`src/rtl/multicycle_ctrl_pkg.sv`:
```
// Shared constants for the multicycle RISC-V controller: state codes, opcodes,
// ALUOp classes, alu_control codes and datapath mux select encodings.
package multicycle_ctrl_pkg;

    localparam logic [3:0] S_FETCH    = 4'd0;
    localparam logic [3:0] S_DECODE   = 4'd1;
    localparam logic [3:0] S_MEMADR   = 4'd2;
    localparam logic [3:0] S_MEMREAD  = 4'd3;
    localparam logic [3:0] S_MEMWB    = 4'd4;
    localparam logic [3:0] S_MEMWRITE = 4'd5;
    localparam logic [3:0] S_EXECUTER = 4'd6;
    localparam logic [3:0] S_EXECUTEI = 4'd7;
    localparam logic [3:0] S_JAL      = 4'd8;
    localparam logic [3:0] S_ALUWB    = 4'd9;
    localparam logic [3:0] S_BEQ      = 4'd10;

    localparam logic [6:0] OP_LW  = 7'b0000011;
    localparam logic [6:0] OP_SW  = 7'b0100011;
    localparam logic [6:0] OP_R   = 7'b0110011;
    localparam logic [6:0] OP_I   = 7'b0010011;
    localparam logic [6:0] OP_BEQ = 7'b1100011;
    localparam logic [6:0] OP_JAL = 7'b1101111;

    localparam logic [1:0] ALUOP_ADD   = 2'b00;
    localparam logic [1:0] ALUOP_SUB   = 2'b01;
    localparam logic [1:0] ALUOP_FUNCT = 2'b10;

    localparam logic [2:0] ALU_ADD = 3'b000;
    localparam logic [2:0] ALU_SUB = 3'b001;
    localparam logic [2:0] ALU_AND = 3'b010;
    localparam logic [2:0] ALU_OR  = 3'b011;
    localparam logic [2:0] ALU_SLT = 3'b101;

    localparam logic [1:0] RES_ALUOUT    = 2'b00;
    localparam logic [1:0] RES_DATA      = 2'b01;
    localparam logic [1:0] RES_ALURESULT = 2'b10;

    localparam logic [1:0] SRCA_PC    = 2'b00;
    localparam logic [1:0] SRCA_OLDPC = 2'b01;
    localparam logic [1:0] SRCA_RD1   = 2'b10;

    localparam logic [1:0] SRCB_RD2  = 2'b00;
    localparam logic [1:0] SRCB_IMM  = 2'b01;
    localparam logic [1:0] SRCB_FOUR = 2'b10;

    localparam logic [1:0] IMM_I = 2'b00;
    localparam logic [1:0] IMM_S = 2'b01;
    localparam logic [1:0] IMM_B = 2'b10;
    localparam logic [1:0] IMM_J = 2'b11;

    function automatic logic is_legal_op(input logic [6:0] op);
        return (op == OP_LW) || (op == OP_SW) || (op == OP_R) ||
               (op == OP_I)  || (op == OP_BEQ) || (op == OP_JAL);
    endfunction

endpackage

```
`src/rtl/multicycle_ctrl_if.sv`:
```
// Controller <-> datapath bundle: instruction fields and flags in, selects and strobes out.
interface multicycle_ctrl_if;
    logic [6:0] op;
    logic [2:0] funct3;
    logic       funct7b5;
    logic       zero;
    logic       pc_write;
    logic       adr_src;
    logic       mem_write;
    logic       ir_write;
    logic       reg_write;
    logic [1:0] result_src;
    logic [1:0] alu_src_a;
    logic [1:0] alu_src_b;
    logic [1:0] imm_src;
    logic [2:0] alu_control;
    logic [3:0] state;
    logic       instr_done;
    logic       illegal;

    modport master (
        input  op, funct3, funct7b5, zero,
        output pc_write, adr_src, mem_write, ir_write, reg_write, result_src,
               alu_src_a, alu_src_b, imm_src, alu_control, state, instr_done, illegal
    );

    modport slave (
        output op, funct3, funct7b5, zero,
        input  pc_write, adr_src, mem_write, ir_write, reg_write, result_src,
               alu_src_a, alu_src_b, imm_src, alu_control, state, instr_done, illegal
    );
endinterface

```
`src/rtl/multicycle_ctrl_alu_decoder.sv`:
```
// ALU operation decode: ALUOp class plus funct fields -> alu_control.
module alu_decoder
    import multicycle_ctrl_pkg::*;
(
    input  logic [1:0] aluop,
    input  logic [2:0] funct3,
    input  logic       op5,
    input  logic       funct7b5,
    output logic [2:0] alu_control
);

    always_comb begin
        alu_control = ALU_ADD;
        case (aluop)
            ALUOP_SUB: alu_control = ALU_SUB;
            ALUOP_FUNCT: begin
                case (funct3)
                    // only R-type uses funct7b5; addi with imm[10]=1 must stay add
                    3'b000:  alu_control = (op5 & funct7b5) ? ALU_SUB : ALU_ADD;
                    3'b010:  alu_control = ALU_SLT;
                    3'b110:  alu_control = ALU_OR;
                    3'b111:  alu_control = ALU_AND;
                    default: alu_control = ALU_ADD;
                endcase
            end
            default: alu_control = ALU_ADD;
        endcase
    end

endmodule

```
`src/rtl/multicycle_ctrl.sv`:
```
// Moore controller for the multicycle RISC-V datapath. Optional single-step mode:
// the FSM and every write strobe are gated by en so a board key walks one state per press.
module multicycle_ctrl
    import multicycle_ctrl_pkg::*;
#(
    parameter bit SINGLE_STEP = 1'b1
) (
    input  logic              clk,
    input  logic              rst,
    input  logic              en,
    multicycle_ctrl_if.master bus
);

    logic [3:0] state_q, state_d, state_eff;
    logic       en_eff, gate;
    logic       pc_write_raw, mem_write_raw, ir_write_raw, reg_write_raw;
    logic       done_raw, illegal_raw, pc_from_zero;
    logic [1:0] aluop;

    assign en_eff = SINGLE_STEP ? en : 1'b1;
    assign gate   = en_eff & rst;

    always_comb begin
        state_d = state_q;
        if (!rst) begin
            state_d = S_FETCH;
        end else if (en_eff) begin
            case (state_q)
                S_FETCH: state_d = S_DECODE;
                S_DECODE: begin
                    case (bus.op)
                        OP_LW, OP_SW: state_d = S_MEMADR;
                        OP_R:         state_d = S_EXECUTER;
                        OP_I:         state_d = S_EXECUTEI;
                        OP_JAL:       state_d = S_JAL;
                        OP_BEQ:       state_d = S_BEQ;
                        default:      state_d = S_FETCH;
                    endcase
                end
                S_MEMADR:   state_d = bus.op[5] ? S_MEMWRITE : S_MEMREAD;
                S_MEMREAD:  state_d = S_MEMWB;
                S_EXECUTER: state_d = S_ALUWB;
                S_EXECUTEI: state_d = S_ALUWB;
                S_JAL:      state_d = S_ALUWB;
                default:    state_d = S_FETCH;
            endcase
        end
    end

    always_ff @(posedge clk) begin
        state_q <= state_d;
    end

    // While reset is asserted the selects already look like FETCH.
    assign state_eff = rst ? state_q : S_FETCH;

    always_comb begin
        pc_write_raw   = 1'b0;
        mem_write_raw  = 1'b0;
        ir_write_raw   = 1'b0;
        reg_write_raw  = 1'b0;
        done_raw       = 1'b0;
        illegal_raw    = 1'b0;
        pc_from_zero   = 1'b0;
        aluop          = ALUOP_ADD;
        bus.adr_src    = 1'b0;
        bus.result_src = RES_ALUOUT;
        bus.alu_src_a  = SRCA_PC;
        bus.alu_src_b  = SRCB_RD2;
        case (state_eff)
            S_FETCH: begin
                ir_write_raw   = 1'b1;
                pc_write_raw   = 1'b1;
                bus.alu_src_b  = SRCB_FOUR;
                bus.result_src = RES_ALURESULT;
            end
            S_DECODE: begin
                bus.alu_src_a = SRCA_OLDPC;
                bus.alu_src_b = SRCB_IMM;
                illegal_raw   = !is_legal_op(bus.op);
            end
            S_MEMADR: begin
                bus.alu_src_a = SRCA_RD1;
                bus.alu_src_b = SRCB_IMM;
            end
            S_MEMREAD: bus.adr_src = 1'b1;
            S_MEMWB: begin
                bus.result_src = RES_DATA;
                reg_write_raw  = 1'b1;
                done_raw       = 1'b1;
            end
            S_MEMWRITE: begin
                bus.adr_src   = 1'b1;
                mem_write_raw = 1'b1;
                done_raw      = 1'b1;
            end
            S_EXECUTER: begin
                bus.alu_src_a = SRCA_RD1;
                aluop         = ALUOP_FUNCT;
            end
            S_EXECUTEI: begin
                bus.alu_src_a = SRCA_RD1;
                bus.alu_src_b = SRCB_IMM;
                aluop         = ALUOP_FUNCT;
            end
            S_JAL: begin
                bus.alu_src_a = SRCA_OLDPC;
                bus.alu_src_b = SRCB_FOUR;
                pc_write_raw  = 1'b1;
            end
            S_ALUWB: begin
                reg_write_raw = 1'b1;
                done_raw      = 1'b1;
            end
            S_BEQ: begin
                bus.alu_src_a = SRCA_RD1;
                aluop         = ALUOP_SUB;
                pc_from_zero  = 1'b1;
                done_raw      = 1'b1;
            end
            default: ;
        endcase
    end

    assign bus.pc_write   = (pc_write_raw | (pc_from_zero & bus.zero)) & gate;
    assign bus.mem_write  = mem_write_raw & gate;
    assign bus.ir_write   = ir_write_raw & gate;
    assign bus.reg_write  = reg_write_raw & gate;
    assign bus.instr_done = done_raw & gate;
    assign bus.illegal    = illegal_raw & gate;
    assign bus.state      = state_q;

    always_comb begin
        case (bus.op)
            OP_SW:   bus.imm_src = IMM_S;
            OP_BEQ:  bus.imm_src = IMM_B;
            OP_JAL:  bus.imm_src = IMM_J;
            default: bus.imm_src = IMM_I;
        endcase
    end

    alu_decoder u_alu_decoder (
        .aluop       (aluop),
        .funct3      (bus.funct3),
        .op5         (bus.op[5]),
        .funct7b5    (bus.funct7b5),
        .alu_control (bus.alu_control)
    );

endmodule
```
`src/flat_wrapper.sv`:
```
// flat-port wrapper written by rule: the top's interface ports become plain ports
module multicycle_ctrl_flat import multicycle_ctrl_pkg::*;
#(
    parameter bit SINGLE_STEP = 1'b1
)
  (clk, rst, en, bus_op, bus_funct3, bus_funct7b5, bus_zero, bus_pc_write, bus_adr_src, bus_mem_write, bus_ir_write, bus_reg_write, bus_result_src, bus_alu_src_a, bus_alu_src_b, bus_imm_src, bus_alu_control, bus_state, bus_instr_done, bus_illegal);
  multicycle_ctrl_if bus_i ();
  input  logic clk;
  input  logic rst;
  input  logic en;
  input wire logic [$bits(bus_i.op)-1:0] bus_op;
  input wire logic [$bits(bus_i.funct3)-1:0] bus_funct3;
  input wire logic [$bits(bus_i.funct7b5)-1:0] bus_funct7b5;
  input wire logic [$bits(bus_i.zero)-1:0] bus_zero;
  output wire logic [$bits(bus_i.pc_write)-1:0] bus_pc_write;
  output wire logic [$bits(bus_i.adr_src)-1:0] bus_adr_src;
  output wire logic [$bits(bus_i.mem_write)-1:0] bus_mem_write;
  output wire logic [$bits(bus_i.ir_write)-1:0] bus_ir_write;
  output wire logic [$bits(bus_i.reg_write)-1:0] bus_reg_write;
  output wire logic [$bits(bus_i.result_src)-1:0] bus_result_src;
  output wire logic [$bits(bus_i.alu_src_a)-1:0] bus_alu_src_a;
  output wire logic [$bits(bus_i.alu_src_b)-1:0] bus_alu_src_b;
  output wire logic [$bits(bus_i.imm_src)-1:0] bus_imm_src;
  output wire logic [$bits(bus_i.alu_control)-1:0] bus_alu_control;
  output wire logic [$bits(bus_i.state)-1:0] bus_state;
  output wire logic [$bits(bus_i.instr_done)-1:0] bus_instr_done;
  output wire logic [$bits(bus_i.illegal)-1:0] bus_illegal;
  assign bus_i.op = bus_op;
  assign bus_i.funct3 = bus_funct3;
  assign bus_i.funct7b5 = bus_funct7b5;
  assign bus_i.zero = bus_zero;
  assign bus_pc_write = bus_i.pc_write;
  assign bus_adr_src = bus_i.adr_src;
  assign bus_mem_write = bus_i.mem_write;
  assign bus_ir_write = bus_i.ir_write;
  assign bus_reg_write = bus_i.reg_write;
  assign bus_result_src = bus_i.result_src;
  assign bus_alu_src_a = bus_i.alu_src_a;
  assign bus_alu_src_b = bus_i.alu_src_b;
  assign bus_imm_src = bus_i.imm_src;
  assign bus_alu_control = bus_i.alu_control;
  assign bus_state = bus_i.state;
  assign bus_instr_done = bus_i.instr_done;
  assign bus_illegal = bus_i.illegal;
  multicycle_ctrl #(.SINGLE_STEP(SINGLE_STEP)) u_core (.clk(clk), .rst(rst), .en(en), .bus(bus_i));
endmodule
```
`config.mk`:
```
export PLATFORM = sky130hd
export DESIGN_NAME = multicycle_ctrl_flat
export DESIGN_NICKNAME = d
export VERILOG_FILES = /design/src/rtl/multicycle_ctrl_pkg.sv /design/src/rtl/multicycle_ctrl_if.sv /design/src/rtl/multicycle_ctrl_alu_decoder.sv /design/src/rtl/multicycle_ctrl.sv /design/src/flat_wrapper.sv
export SDC_FILE = /design/constraint.sdc
export NUM_CORES = 1
export LEC_CHECK = 0
export ABC_AREA = 1
export CORE_MARGIN = 1.5
export CORE_UTILIZATION = 43
export CTS_BUF_LIST = sky130_fd_sc_hd__clkbuf_2 sky130_fd_sc_hd__clkbuf_4 sky130_fd_sc_hd__clkbuf_8
export CTS_CLUSTER_DIAMETER = 60
export CTS_CLUSTER_SIZE = 10
export DETAILED_ROUTE_END_ITERATION = 10
export GPL_ROUTABILITY_DRIVEN = 1
export GPL_TIMING_DRIVEN = 0
export PLACE_DENSITY = 0.88
export SLEW_MARGIN = 10
export SYNTH_ARGS = -nofsm -noshare
export SYNTH_HDL_FRONTEND = slang
export SYNTH_SLANG_ARGS = --single-unit
export TNS_END_PERCENT = 100
```
`constraint.sdc`:
```
create_clock -name clk -period 3.85 [get_ports clk]
set_input_delay 1.155 -clock clk [delete_from_list [all_inputs] [get_ports clk]]
set_output_delay 1.155 -clock clk [all_outputs]
set_load 0.05 [all_outputs]
```
# Yosys cells after proc, flatten, opt, wreduce, memory -nomap -nowiden
# Index checks and enable logic that the tools add are counted.
# W data, S select, Z words.
# totals
reg_bits	4
inputBits	15
out_inout_bits	22
elab_cells	77
# op_classes
n_eq_ne	27
mux	20
bitwise	10
reduce_logical	19
# op_table
operator	count
$pmux W4 S5	2
$eq A4 B3 Y1 const B	6
$eq A4 B2 Y1 const B	4
$eq A4 B4 Y1 const B	4
$pmux W2 S2	4
$eq A7 B6 Y1 const B	2
$eq A7 B7 Y1 const B	2
$pmux W3 S4	1
$reduce_or A2 Y1	6
$and A1 B1 Y1	9
$mux W1	9
$eq A4 B1 Y1 const B	2
$logic_not A4 Y1	2
$reduce_or A4 Y1	2
$eq A7 B2 Y1 const B	1
$eq A7 B5 Y1 const B	1
$eq A3 B3 Y1 const B	2
$pmux W2 S3	1
$pmux W3 S2	1
$reduce_or A3 Y1	2
$logic_or A1 B1 Y1	5
$mux W4	1
$eq A3 B2 Y1 const B	1
$logic_not A3 Y1	1
5 further kinds	5

# Logic depth before layout (Yosys ltp)
# depth
ltp_word	9
ltp_mapped	10
ltp_nobuf	9

# Modules after synthesis
# Synthesis repeated with hierarchy kept, for this count alone.
# hier_totals
hier_cells	123
hier_area_um2	633.1
# modules_own_cells
mod	n_inst	cells_each	area_per_inst_um2	seq_area_each_um2
multicycle_ctrl	1	106	541.8	80.1
alu_decoder	1	17	91.3	0.0

# Worst setup path after synthesis
# No wires, ideal clock.
# synth_path
kind	in2out
from	input port rst
to	output port bus_alu_control[1]
arrival_ns	3.482
t_required_ns	2.695
path_slack_ns	-0.787
stages	6
path_buffers	1
cell_sequence	buf_4 nand3_2 nor2_4 inv_2 ha_1 nor4_1
# synth_between
elab_chain_cells	6
word_cells_on_any_way	9
classes_between	5 x eq/ne; 3 x mux; 1 x reduce/logical
# synth_lines
element	line	rtl
start, declared	flat_wrapper.sv:9	input logic rst;
$mux W4 *	multicycle_ctrl.sv:55	assign state_eff = rst ? state_q : S_FETCH;
$eq A4 B3 Y1	multicycle_ctrl.sv:70	case (state_eff)
$reduce_or A2 Y1 (no source line)	n/a	
$pmux W2 S2 *	multicycle_ctrl.sv:70	
$eq A2 B2 Y1 / $eq A2 B1 Y1 (equally long branches)	multicycle_ctrl_alu_decoder.sv:14	case (aluop)
$pmux W3 S2 *	multicycle_ctrl_alu_decoder.sv:14	
end, declared	flat_wrapper.sv:24	output wire logic [$bits(bus_i.alu_control)-1:0] bus_alu_control;
# Mark *: on every way between the ends. The rest lies on a longest branch, timed or not.

# Final worst setup path
# layout_path
from	input port bus_op[5]
to	output port bus_imm_src[1]
# layout_between
elab_chain_cells	2
word_cells_on_any_way	4
classes_between	3 x eq/ne; 1 x mux
# layout_lines
element	line	rtl
start, declared	flat_wrapper.sv:11	input wire logic [$bits(bus_i.op)-1:0] bus_op;
$eq A7 B7 Y1 / $eq A7 B6 Y1 (equally long branches)	multicycle_ctrl.sv:134	case (bus.op)
$pmux W2 S3 *	multicycle_ctrl.sv:134	
end, declared	flat_wrapper.sv:23	output wire logic [$bits(bus_i.imm_src)-1:0] bus_imm_src;
# Marks and branches as above.

==> out/summary.txt <==
Status: finished clean
TritonCTS clock tree: done
Worst setup EP type: output pin
Cell area after layout: 1060 um2
Critical Path AT: 2.63 ns
Seq/Total Area, Yosys: 0.118
First-pass GRT wire length: 3170 um
Peak VDD IR: 0.179 mV
Ant diodes: 0
Vias per std cell: 4.91
Slew of the pin with the lowest slew margin: 0.520 ns
Longest Clk Path Bufs: 2
Worst Slack Setup Final: 0.0682 ns
Critical path type: in -> out
RSZ-0062 raised after global routing: false
Placed Cells: 173
Iter 0 DRT Violations: 23
Inserted Clock Buffers: 3
Clk_skew: 0.00132 ns
Placed cell areas: 1060 um2
Slowest stage delay, CP: 0.54 ns
Cells after synthesis: 122
GRT overflow: 0
Wire per inst: 10.8 um
Critical path buffers and inverters: 2
Clk root buf: clkbuf_4
Setup violators final: 0
Slowest CP cell: clkdlybuf4s50_1
Nets: 179
Hold Path Class: reg -> reg
Final hold vios: 0
Max reg flops: 4
#FFs+latches synth: 4
Share of layout cells above drive strength 1: 0.213
CP delay by family, top: buffers and inverters
Via count: 864
Final ANT Viol Nets: 0
Sink Count: 4
IO Port Bufs: 35
Initial antenna violation count: 0
Min cycle time layout: 3.78 ns
CORE AREA: 1490 um2
Largest net degree at the start of global routing: 10
Total wire length: 1900 um
Fin cells: 176
Post-Place Setup Slack: -0.378 ns
Slew headroom: 0.652
Period utilisation layout: 0.982
Tot Pwr: 190 uW
Hpwl dp: 1590 um
Detailed-router iteration count before antenna repair: 4
Worst EP required: 2.69 ns
Pins Over Slew Limit: 0
FP Rows: 14
Number of global-route vias before repair: 787
Top cell by count, worst path: nand2_1
Clock Latency Late Sink: 0.23 ns
Post-CTS setup buffer count: 0
H-tree depth: 1
Syn Area/Cell: 5.56 um2
Initial Util: 0.455
Max Clk Rate: 264 MHz
Full die area: 1820 um2
Gr usage total: 0.230
Startpoint types: input pin
Boundary pin count: 37
Hold Buf Count CTS: 0
Area Growth Syn to Fin: 55.7%
Worst-path clk slew: 0.04 ns
Power per cell area: 180 nW/um2
Synthesis warning total: 0
Final GP Congestion: 0.845
Cell Chain, Critical Path: clkdlybuf4s50_1 -> nand2_1 -> nor2_1 -> nand2_1 -> nand2_1 -> dlygate4sd2_1
LEAKAGE: 0.000536 uW
Max FO, Critical Path: 4
Syn_nets: 139
Max-Cap Viols: 0
Die extent in y: 42.7 um
Die X: 42.7 um
DRC: 0
Area of the mapped netlist: 678 um2
Unique masters post-synth: 26
==> logic make-up after synthesis <==
kind of cell	count (synthesis)	share of synthesized area
buf+inv	25	0.159
fa+ha+maj	2	0.0369
compound gates	14	0.140
simple gates	77	0.546
flops	4	0.118
==> path summary, 6_finish.rpt <==
check / start / end / slack, ns / cells after the start
worst max-delay path: bus_op[5] / bus_imm_src[1] / 0.07 / 6
worst min-delay path: u_core.bus.state[2] / u_core.bus.state[2] / 0.60 / 2
worst max register to register: u_core.bus.state[1] / u_core.bus.state[1] / 2.70 / 8
worst min register to register: u_core.bus.state[2] / u_core.bus.state[2] / 0.60 / 2
==> timing repair <==
| item | 4_1_cts | 5_1_grt |
|---|---|---|
| cloned | 0 | 0 |
| resized for setup | 15 | 13 |
| setup endpoints to repair | 11 | 8 |
| endpoints found under the hold margin | 0 | 0 |
==> layout make-up <==
type                            count  area, um2
Tap cell                           16       20.0
Fill cell                         139        433
Multi-Input combinational cell     93        502
Buffer                              2       18.8
Sequential cell                     4       80.1
Timing Repair Buffer               35        324
Inverter                           23       88.8
Clock buffer                        3       22.5
==> worst min-delay path, stage by stage (launching register included) <==
cell and delay [ns]:
dfxtp_1 0.38, nand2_2 0.12, o21ai_2 0.05
==> cell usage after synthesis <==
cell type / instances / share of area
ha_1: 2 / 0.037
o211ai_1: 3 / 0.033
inv_4: 1 / 0.0092
nand2_1: 31 / 0.17
nor4_1: 1 / 0.0092
a21oi_1: 2 / 0.015
a21oi_2: 1 / 0.013
inv_1: 15 / 0.083
nand2_2: 2 / 0.018
o31ai_1: 1 / 0.011
dfxtp_1: 4 / 0.12
buf_6: 1 / 0.017
o21ai_2: 1 / 0.013
o21ai_0: 5 / 0.037
nor2_1: 22 / 0.12
and2_1: 1 / 0.0092
clkinv_1: 1 / 0.0055
o22ai_2: 1 / 0.018
nand3_2: 1 / 0.015
nor2_2: 3 / 0.028
buf_4: 1 / 0.011
inv_2: 6 / 0.033
nand3_1: 8 / 0.059
nor2_4: 4 / 0.066
nor3_1: 2 / 0.015
nand2_4: 2 / 0.033
==> stage by stage <==
stage	hold slack, ns	TNS, ns	utilization
finish	0.602	0	0.709
global route	0.632	0	0.709
CTS	0.602	-0.0721	0.721
detailed placement	0.595	-2.42	0.712
global placement	0.584	-2.15	0.712
floorplan	0.776	-0.233	-
==> layout by cell type, fill, tap and decap left out <==
master            n
inv_2             6
nor3_1            1
o21ai_0           5
inv_4             1
a21oi_2           1
nor3_2            1
o31ai_1           1
buf_4             1
nor2_2            3
o22ai_2           1
nand3_1           8
inv_1            15
nand2_1          31
nor4_2            1
clkbuf_2          4
o211ai_1          3
clkdlybuf4s50_1  22
clkinv_1          1
a21oi_1           2
o21ai_2           1
nor2_1           22
nor2_4            4
buf_6             1
nand3_2           1
clkdlybuf4s15_1   1
dlygate4sd2_1     5
buf_2             1
clkbuf_4          3
ha_1              2
nand2_4           2
and2_1            1
dfxtp_1           4
dlymetal6s2s_1    2
nand2_2           2
==> report_power, final <==
part / internal, uW / switching (uW)
clock: 34.8 / 16.6
sequential: 43.5 / 3.93
combinational: 33.7 / 57.2
total: 112 / 77.7
==> routing by layer <==
metal	vias to the layer above	track usage	share of wire
met5	-	0	0
met4	0	0.131	0
met3	0	0.0383	0.041
met2	23	0.403	0.52
met1	387	0.259	0.44
li1	454	-	-
Note: power is estimated with default switching activity, not from simulation.
